### src/rtl/ram_preload_ctrl.sv
// rtl/ram_preload_ctrl.sv - packs a byte stream big-endian into byte/halfword/word units
// and writes them to the datapath RAM over the MAR/MDR/MOV/MOC handshake.
module ram_preload_ctrl #(
  parameter int ADDR_W  = 9,
  parameter int TIMEOUT = 16
) (
  input  logic              Clk,
  input  logic              nReset,
  input  logic              Start,
  input  logic [ADDR_W-1:0] Start_Addr,
  input  logic [1:0]        Pack,
  input  logic [7:0]        In_Data,
  input  logic              In_Valid,
  input  logic              In_Last,
  output logic              In_Ready,
  output logic [ADDR_W-1:0] MAR,
  output logic [31:0]       MDR,
  output logic [1:0]        Type,
  output logic              RW,
  output logic              MOV,
  input  logic              MOC,
  output logic              Busy,
  output logic              Done,
  output logic              Error,
  output logic              Wrapped,
  output logic [ADDR_W:0]   Unit_Count
);

  localparam int TW = $clog2(TIMEOUT + 1);

  typedef enum logic [2:0] {
    S_IDLE,
    S_COLLECT,
    S_WRITE,
    S_RELEASE,
    S_DONE,
    S_ERROR
  } state_t;

  state_t state_q, state_d;

  logic [1:0]        pack_q;
  logic [ADDR_W-1:0] mar_q;
  logic [31:0]       mdr_q;
  logic [1:0]        byte_idx_q;
  logic              last_q;
  logic [TW-1:0]     timer_q;
  logic              wrapped_q;
  logic [ADDR_W:0]   count_q;

  logic              accept;
  logic              can_start;
  logic              moc_expired;
  logic [1:0]        last_idx;
  logic [2:0]        n_bytes;
  logic [1:0]        slot;
  logic [31:0]       mdr_base;
  logic [ADDR_W-1:0] align_mask;
  logic [ADDR_W:0]   next_addr;

  // Reserved pack code 11 behaves as a word.
  always_comb begin
    unique case (pack_q)
      2'b00:   begin n_bytes = 3'd1; last_idx = 2'd0; end
      2'b01:   begin n_bytes = 3'd2; last_idx = 2'd1; end
      default: begin n_bytes = 3'd4; last_idx = 2'd3; end
    endcase
  end

  always_comb begin
    unique case (Pack)
      2'b00:   align_mask = '1;
      2'b01:   align_mask = {{(ADDR_W-1){1'b1}}, 1'b0};
      default: align_mask = {{(ADDR_W-2){1'b1}}, 2'b00};
    endcase
  end

  assign accept      = In_Valid & In_Ready;
  assign moc_expired = (timer_q == TW'(TIMEOUT - 1));
  assign next_addr   = {1'b0, mar_q} + (ADDR_W+1)'(n_bytes);
  // First byte of a unit lands in the top slot and clears the rest, so a short unit is zero-padded.
  assign slot        = last_idx - byte_idx_q;
  assign mdr_base    = (byte_idx_q == 2'd0) ? 32'h0 : mdr_q;

  always_ff @(posedge Clk or negedge nReset) begin
    if (!nReset) state_q <= S_IDLE;
    else         state_q <= state_d;
  end

  always_comb begin
    state_d   = state_q;
    In_Ready  = 1'b0;
    MOV       = 1'b0;
    can_start = 1'b0;
    unique case (state_q)
      S_IDLE, S_DONE, S_ERROR: begin
        can_start = 1'b1;
        if (Start) state_d = S_COLLECT;
      end
      S_COLLECT: begin
        In_Ready = 1'b1;
        if (accept && (In_Last || byte_idx_q == last_idx)) state_d = S_WRITE;
      end
      S_WRITE: begin
        MOV = 1'b1;
        if (MOC)              state_d = S_RELEASE;
        else if (moc_expired) state_d = S_ERROR;
      end
      S_RELEASE: begin
        if (!MOC)             state_d = last_q ? S_DONE : S_COLLECT;
        else if (moc_expired) state_d = S_ERROR;
      end
      default: state_d = S_IDLE;
    endcase
  end

  always_ff @(posedge Clk or negedge nReset) begin
    if (!nReset) begin
      pack_q     <= 2'b00;
      mar_q      <= '0;
      mdr_q      <= 32'h0;
      byte_idx_q <= 2'd0;
      last_q     <= 1'b0;
      timer_q    <= '0;
      wrapped_q  <= 1'b0;
      count_q    <= '0;
    end else begin
      // Timer restarts whenever a wait state is entered.
      if ((state_q == S_WRITE || state_q == S_RELEASE) && state_d == state_q)
        timer_q <= timer_q + 1'b1;
      else
        timer_q <= '0;

      if (can_start && Start) begin
        pack_q     <= Pack;
        mar_q      <= Start_Addr & align_mask;
        byte_idx_q <= 2'd0;
        last_q     <= 1'b0;
        wrapped_q  <= 1'b0;
        count_q    <= '0;
      end

      if (state_q == S_COLLECT && accept) begin
        mdr_q <= mdr_base | (32'(In_Data) << {slot, 3'b000});
        if (In_Last) last_q <= 1'b1;
        byte_idx_q <= (In_Last || byte_idx_q == last_idx) ? 2'd0 : byte_idx_q + 2'd1;
      end

      if (state_q == S_RELEASE && !MOC) begin
        mar_q   <= next_addr[ADDR_W-1:0];
        count_q <= count_q + 1'b1;
        if (next_addr[ADDR_W]) wrapped_q <= 1'b1;
      end
    end
  end

  assign Busy       = !(state_q == S_IDLE || state_q == S_DONE || state_q == S_ERROR);
  assign RW         = ~Busy;
  assign Done       = (state_q == S_DONE);
  assign Error      = (state_q == S_ERROR);
  assign MAR        = mar_q;
  assign MDR        = mdr_q;
  assign Type       = pack_q;
  assign Wrapped    = wrapped_q;
  assign Unit_Count = count_q;

endmodule

### config.mk
export PLATFORM = sky130hd
export DESIGN_NAME = ram_preload_ctrl
export DESIGN_NICKNAME = d
export VERILOG_FILES = /design/src/rtl/ram_preload_ctrl.sv
export SDC_FILE = /design/constraint.sdc
export NUM_CORES = 1
export LEC_CHECK = 0
export ABC_AREA = 1
export BUFFER_PORTS_ARGS = -buffer_cell sky130_fd_sc_hd__buf_2
export CAP_MARGIN = 20
export CORE_MARGIN = 5
export CORE_UTILIZATION = 44
export CTS_CLUSTER_DIAMETER = 80
export DETAILED_ROUTE_END_ITERATION = 12
export PLACE_DENSITY_LB_ADDON = 0.2
export SLEW_MARGIN = 20
export SYNTH_ARGS = -nofsm -noshare
export SYNTH_HDL_FRONTEND = slang
export SYNTH_SLANG_ARGS = --single-unit
### constraint.sdc
create_clock -name Clk -period 4.4 [get_ports Clk]
set_clock_uncertainty 0.15 [all_clocks]
set_input_delay 0.22 -clock Clk [delete_from_list [all_inputs] [get_ports Clk]]
set_output_delay 0.22 -clock Clk [all_outputs]
set_load 0.01 [all_outputs]
### Word level (Yosys, flattened, before mapping)

Index checks and enable logic that the tools add are counted.

| storage, ports and cells | value |
|---|---|
| register bits after elaboration | 65 |
| word-level logic and storage cells | 74 |

| operators by class | value |
|---|---|
| add/sub/neg operators | 5 |
| equality and inequality tests | 10 |
| shift-type cells | 1 |
| mux-type cells | 28 |
| bitwise gates (word level) | 3 |
| reductions and logical operators | 18 |

Operators by type and width:

| kind | count |
|---|---|
| $mux 32 | 1 |
| $or 32x32->32 | 1 |
| $shl 8x5->32 | 1 |
| $mux 10 | 2 |
| $mux 3 | 6 |
| $mux 9 | 2 |
| $pmux 3 s4 | 1 |
| $add 10x1->10 const B | 1 |
| $add 9x3->10 | 1 |
| $and 9x9->9 | 1 |
| $mux 1 | 9 |
| $pmux 2 s2 | 2 |
| $eq 3x2->1 const B | 2 |
| $eq 3x3->1 const B | 2 |
| $logic_not 2->1 | 3 |
| $mux 2 | 3 |
| $pmux 3 s2 | 1 |
| $add 5x1->5 const B | 1 |
| $eq 5x4->1 const B | 1 |
| $logic_and 1x1->1 | 5 |
| $mux 5 | 1 |
| $eq 2x1->1 const B | 2 |
| $logic_or 1x1->1 | 4 |
| $reduce_bool 2->1 | 2 |
| other kinds (9) | 10 |

### Logic depth before layout (Yosys ltp)

| depth | value |
|---|---|
| depth in word-level cells | 10 |
| mapped depth | 13 |

### Worst setup path before layout

Ideal clock, no wire load.

| path | value |
|---|---|
| kind | register -> register |
| start | register pack_q[1], in the netlist Type[1] |
| end | register mar_q[8], in the netlist MAR[8] |
| setup time | 0.113 ns |
| data arrival time | 1.740 ns |
| data required time | 4.137 ns |
| path slack | 2.398 ns |
| cell stages (with the launch flop) | 13 |
| path buffers | 0 |
| cells stage by stage | dfrtp_1 > nor2_1 > ha_1 > inv_1 > fa_1 > inv_1 > nand2_1 > nand2_1 > nand3_1 > o21ai_0 > nand3_1 > nand2_1 > inv_1 |

| between the ends | value |
|---|---|
| longest elaborated chain between the ends | 4 |
| elaborated cells between the ends (all ways) | 5 |
| classes of those cells | 1 x add/sub; 1 x eq/ne; 2 x mux; 1 x reduce/logical |

Ends and longest elaborated chain:

| what | line | source |
|---|---|---|
| start, declared | 42 | `logic [1:0] pack_q;` |
| start signal, assigned | 135 | `pack_q <= Pack;` |
| $eq 2x1->1 or $logic_not 2->1 (tied branches) | 63 | `unique case (pack_q)` |
| $pmux 3 s2 (*) | 63 |  |
| $add 9x3->10 (*) | 80 | `assign next_addr = {1'b0, mar_q} + (ADDR_W+1)'(n_bytes);` |
| $mux 9 (*) | 149 | `if (state_q == S_RELEASE && !MOC) begin` |
| end signal, assigned | 136 | `mar_q <= Start_Addr & align_mask;` |
| end signal, assigned | 150 | `mar_q <= next_addr[ADDR_W-1:0];` |
| end, declared | 43 | `logic [ADDR_W-1:0] mar_q;` |

Every way passes the cells marked *; elsewhere a longest branch is shown, timed or not.
A chain may end at the register's enable or synchronous reset.

### Worst setup path after layout

Ends and elaborated chain as after synthesis.

==> impl_metrics.tcl <==
set metrics [dict create \
    wl_per_cell_um 14.3 \
    drive_gt1_frac 0.259 \
    met1_length_um 3640 \
    worstPathArrival_ns 2.21 \
    cp_slowest_cell "dfrtp_1" \
    drv_slew 0 \
    required_ns 4.49 \
    vias 2917 \
    tns_ns 0 \
    irDropWorstVdd_mv 0.398 \
    antennaDiodeCount 0 \
    synthArstFlopShare 1.00 \
    overflow 0 \
    synth_cell_types 38 \
    gp_congestion 0.848 \
    critPathBufInv 3 \
    timing.final.crit_share 0.483 \
    hold_viol 0 \
    ios 85 \
    wl_met3_um 567 \
    maxCapViolCount 0 \
    htree_num_levels 3 \
    cts.sinks 65 \
    port_buffers 84 \
    grt_pass1_wl_um 13600 \
    coreArea_mm2 0.00721 \
    synth_edf_count 0 \
    synthTopCellsByCount "nand2_1 (68), dfrtp_1 (65), o21ai_0 (57), inv_1 (36)" \
    rsz0062_at_grt "false" \
    p_per_area_mw_per_mm2 713 \
    max_stage_delay_ns 0.43 \
    start_util 0.448 \
    postCtsSetupBuffers 0 \
    synthesis.area_mm2 0.00323 \
    synth_top_area_frac 0.504 \
    seq_area_frac_synth 0.504 \
    clockRootBuffer "clkbuf_8" \
    synth_ff_type "dfrtp_1" \
    first_pass_iters 4 \
    ys_top_cells_by_area "dfrtp_1 (50%), o21ai_0 (8.8%), nand2_1 (7.9%)" \
    wl_met2_um 3780 \
    slew_headroom 0.466 \
    clk_pin_slew_worst_paths_ns 0.08 \
    path_class "reg2reg" \
    num_rows 31 \
    critPathMaxFanout 6 \
    ys_ff_latch 65 \
    antenna_found_initial 0 \
    path_cells "nor2_1, ha_1, inv_1, fa_1, inv_1, nand2_1, nand2_1, nand3_1, o21ai_0, nand3_1, nand2_1, inv_1" \
    highest_layer "met4" \
    n_fill_cell 689 \
    dp_hpwl_um 5820 \
    critPathLaunchType "flip-flop" \
    worstMarginPinSlew_ns 0.801 \
    clock_latency_ns 0.34 \
    drcViolationCount 0 \
    netlist.top_cell.by_area "dfrtp_1" \
    status "finished, final reports clean" \
    crit_path_end_kind "flip-flop" \
    area_growth_pct 24.3 \
    path_depth 12 \
    avgSynthCellArea_um2 8.63 \
    timing.final.setup_violations 0 \
    die_y_um 95.7 \
    clk_path_buf_depth 2 \
    routed_wl_um 8130 \
    synth.net_count 408 \
    grt_pass1_vias 2883 \
    grt_usage 0.192 \
    cts_buffers 9 \
    fmax_ghz 0.470 \
    finalWorstPathRequiredPeriod_ns 2.13 \
    power_mw 2.86 \
    synth_cells 374 \
    ant_nets 0 \
    viasPerCell 5.12 \
    dieArea_mm2 0.00915 \
    ys_warn_count 0 \
    hp-class "in2reg" \
    cts_tree "built" \
    crit_family "simple AND/OR/NAND/NOR gates" \
    leakagePower_nw 2.04 \
    whs_path_depth 3 \
    nNetsFinal 500 \
    multi_input_area_mm2 0.00136 \
    grt_max_degree 44 \
    r2r.worst_path.cells 12 \
    yosysMostFrequentCell "nand2_1" \
    drtIter0Drc 129 \
    regArea_mm2 0.00163 \
    dieWidth_um 95.7 \
]
## sequential cells by signal, indices dropped and copies added (netlist names)
name and flops:
Unit_Count 10, Type 2, timer_q 5, state_q 3
MDR 32, byte_idx_q 2, last_q 1, Wrapped 1
MAR 9
## through the flow
stage               instance area, um2  setup WS, ns  instances   util  hold slack (ns)
floorplan                         3230          2.40        374      -           -0.226
global placement                  3690          2.34        545  0.512           0.0584
detailed placement                3690          2.27        545  0.512           0.0612
CTS                               4010          2.27        570  0.556           0.0154
global route                      4010          2.03        570  0.556           0.0278
finish                            4010          2.27        570  0.556           0.0234
## where the power goes
part,switching [mW],internal [mW],leakage [nW]
clock network,0.240,0.336,0.113
registers,0.163,0.824,0.864
logic,0.857,0.441,1.07
total,1.26,1.60,2.04
## cell type report
class / count / area share
multi-input cells: 254 / 0.339
clock inverters: 6 / 0.0225
inverters: 42 / 0.0393
repair buffers: 94 / 0.129
well taps: 99 / 0.0309
clock buffers: 10 / 0.0343
flip-flops and latches: 65 / 0.405
## worst paths after layout
path | startpoint | endpoint | slack [ns]
setup / recovery | Type[1]$_DFFE_PN0P_ | MAR[8]$_DFFE_PN0P_ | 2.27
hold / removal | In_Data[3] | MDR[19]$_DFFE_PN0P_ | 0.02
setup reg to reg | Type[1]$_DFFE_PN0P_ | MAR[8]$_DFFE_PN0P_ | 2.27
hold reg to reg | timer_q[0]$_DFF_PN0_ | timer_q[0]$_DFF_PN0_ | 0.32
max in group asynchronous | nReset | Unit_Count[9]$_DFFE_PN0P_ | 2.94
min in group asynchronous | nReset | MDR[21]$_DFFE_PN0P_ | 0.22
## logic make-up after synthesis
| group | synth area share |
|---|---|
| AND/OR/NAND/NOR | 0.194 |
| AO/OA/AOI/OAI | 0.173 |
| flip-flops | 0.504 |
| buffers and inverters | 0.0755 |
| adder cells (fa/ha/maj) | 0.0372 |
| XOR/XNOR | 0.0167 |
## worst min-delay path, delay by kind of cell
family,cells,cell delay (ns)
AOI/OAI and AO/OA,1,0.06
buffers and inverters,1,0.10
and+or+nand+nor,1,0.09
## layer usage
metal	up-vias	track usage
met1	1367	0.256
met5	-	0
li1	1432	-
met3	13	0.0410
met2	105	0.302
met4	0	0.0770
## repair_timing
| item | CTS | global route |
|---|---|---|
| endpoints found under the hold margin | 30 | 0 |
| resized for setup | 0 | 0 |
| hold buffers | 9 | 0 |
## cell usage in the layout, fill, tap and decap left out, types with 3 or more instances in the layout
master	count
buf_2	84
nand2_1	68
a21oi_1	7
inv_2	6
nand2_2	4
o22ai_1	3
nand4_1	3
o21ai_1	26
dfrtp_1	65
clkbuf_8	10
dlygate4sd3_1	9
nand3_1	25
inv_1	36
o21ai_0	57
nor2_1	26
ha_1	8
Note: power is estimated with default switching activity, not from simulation.
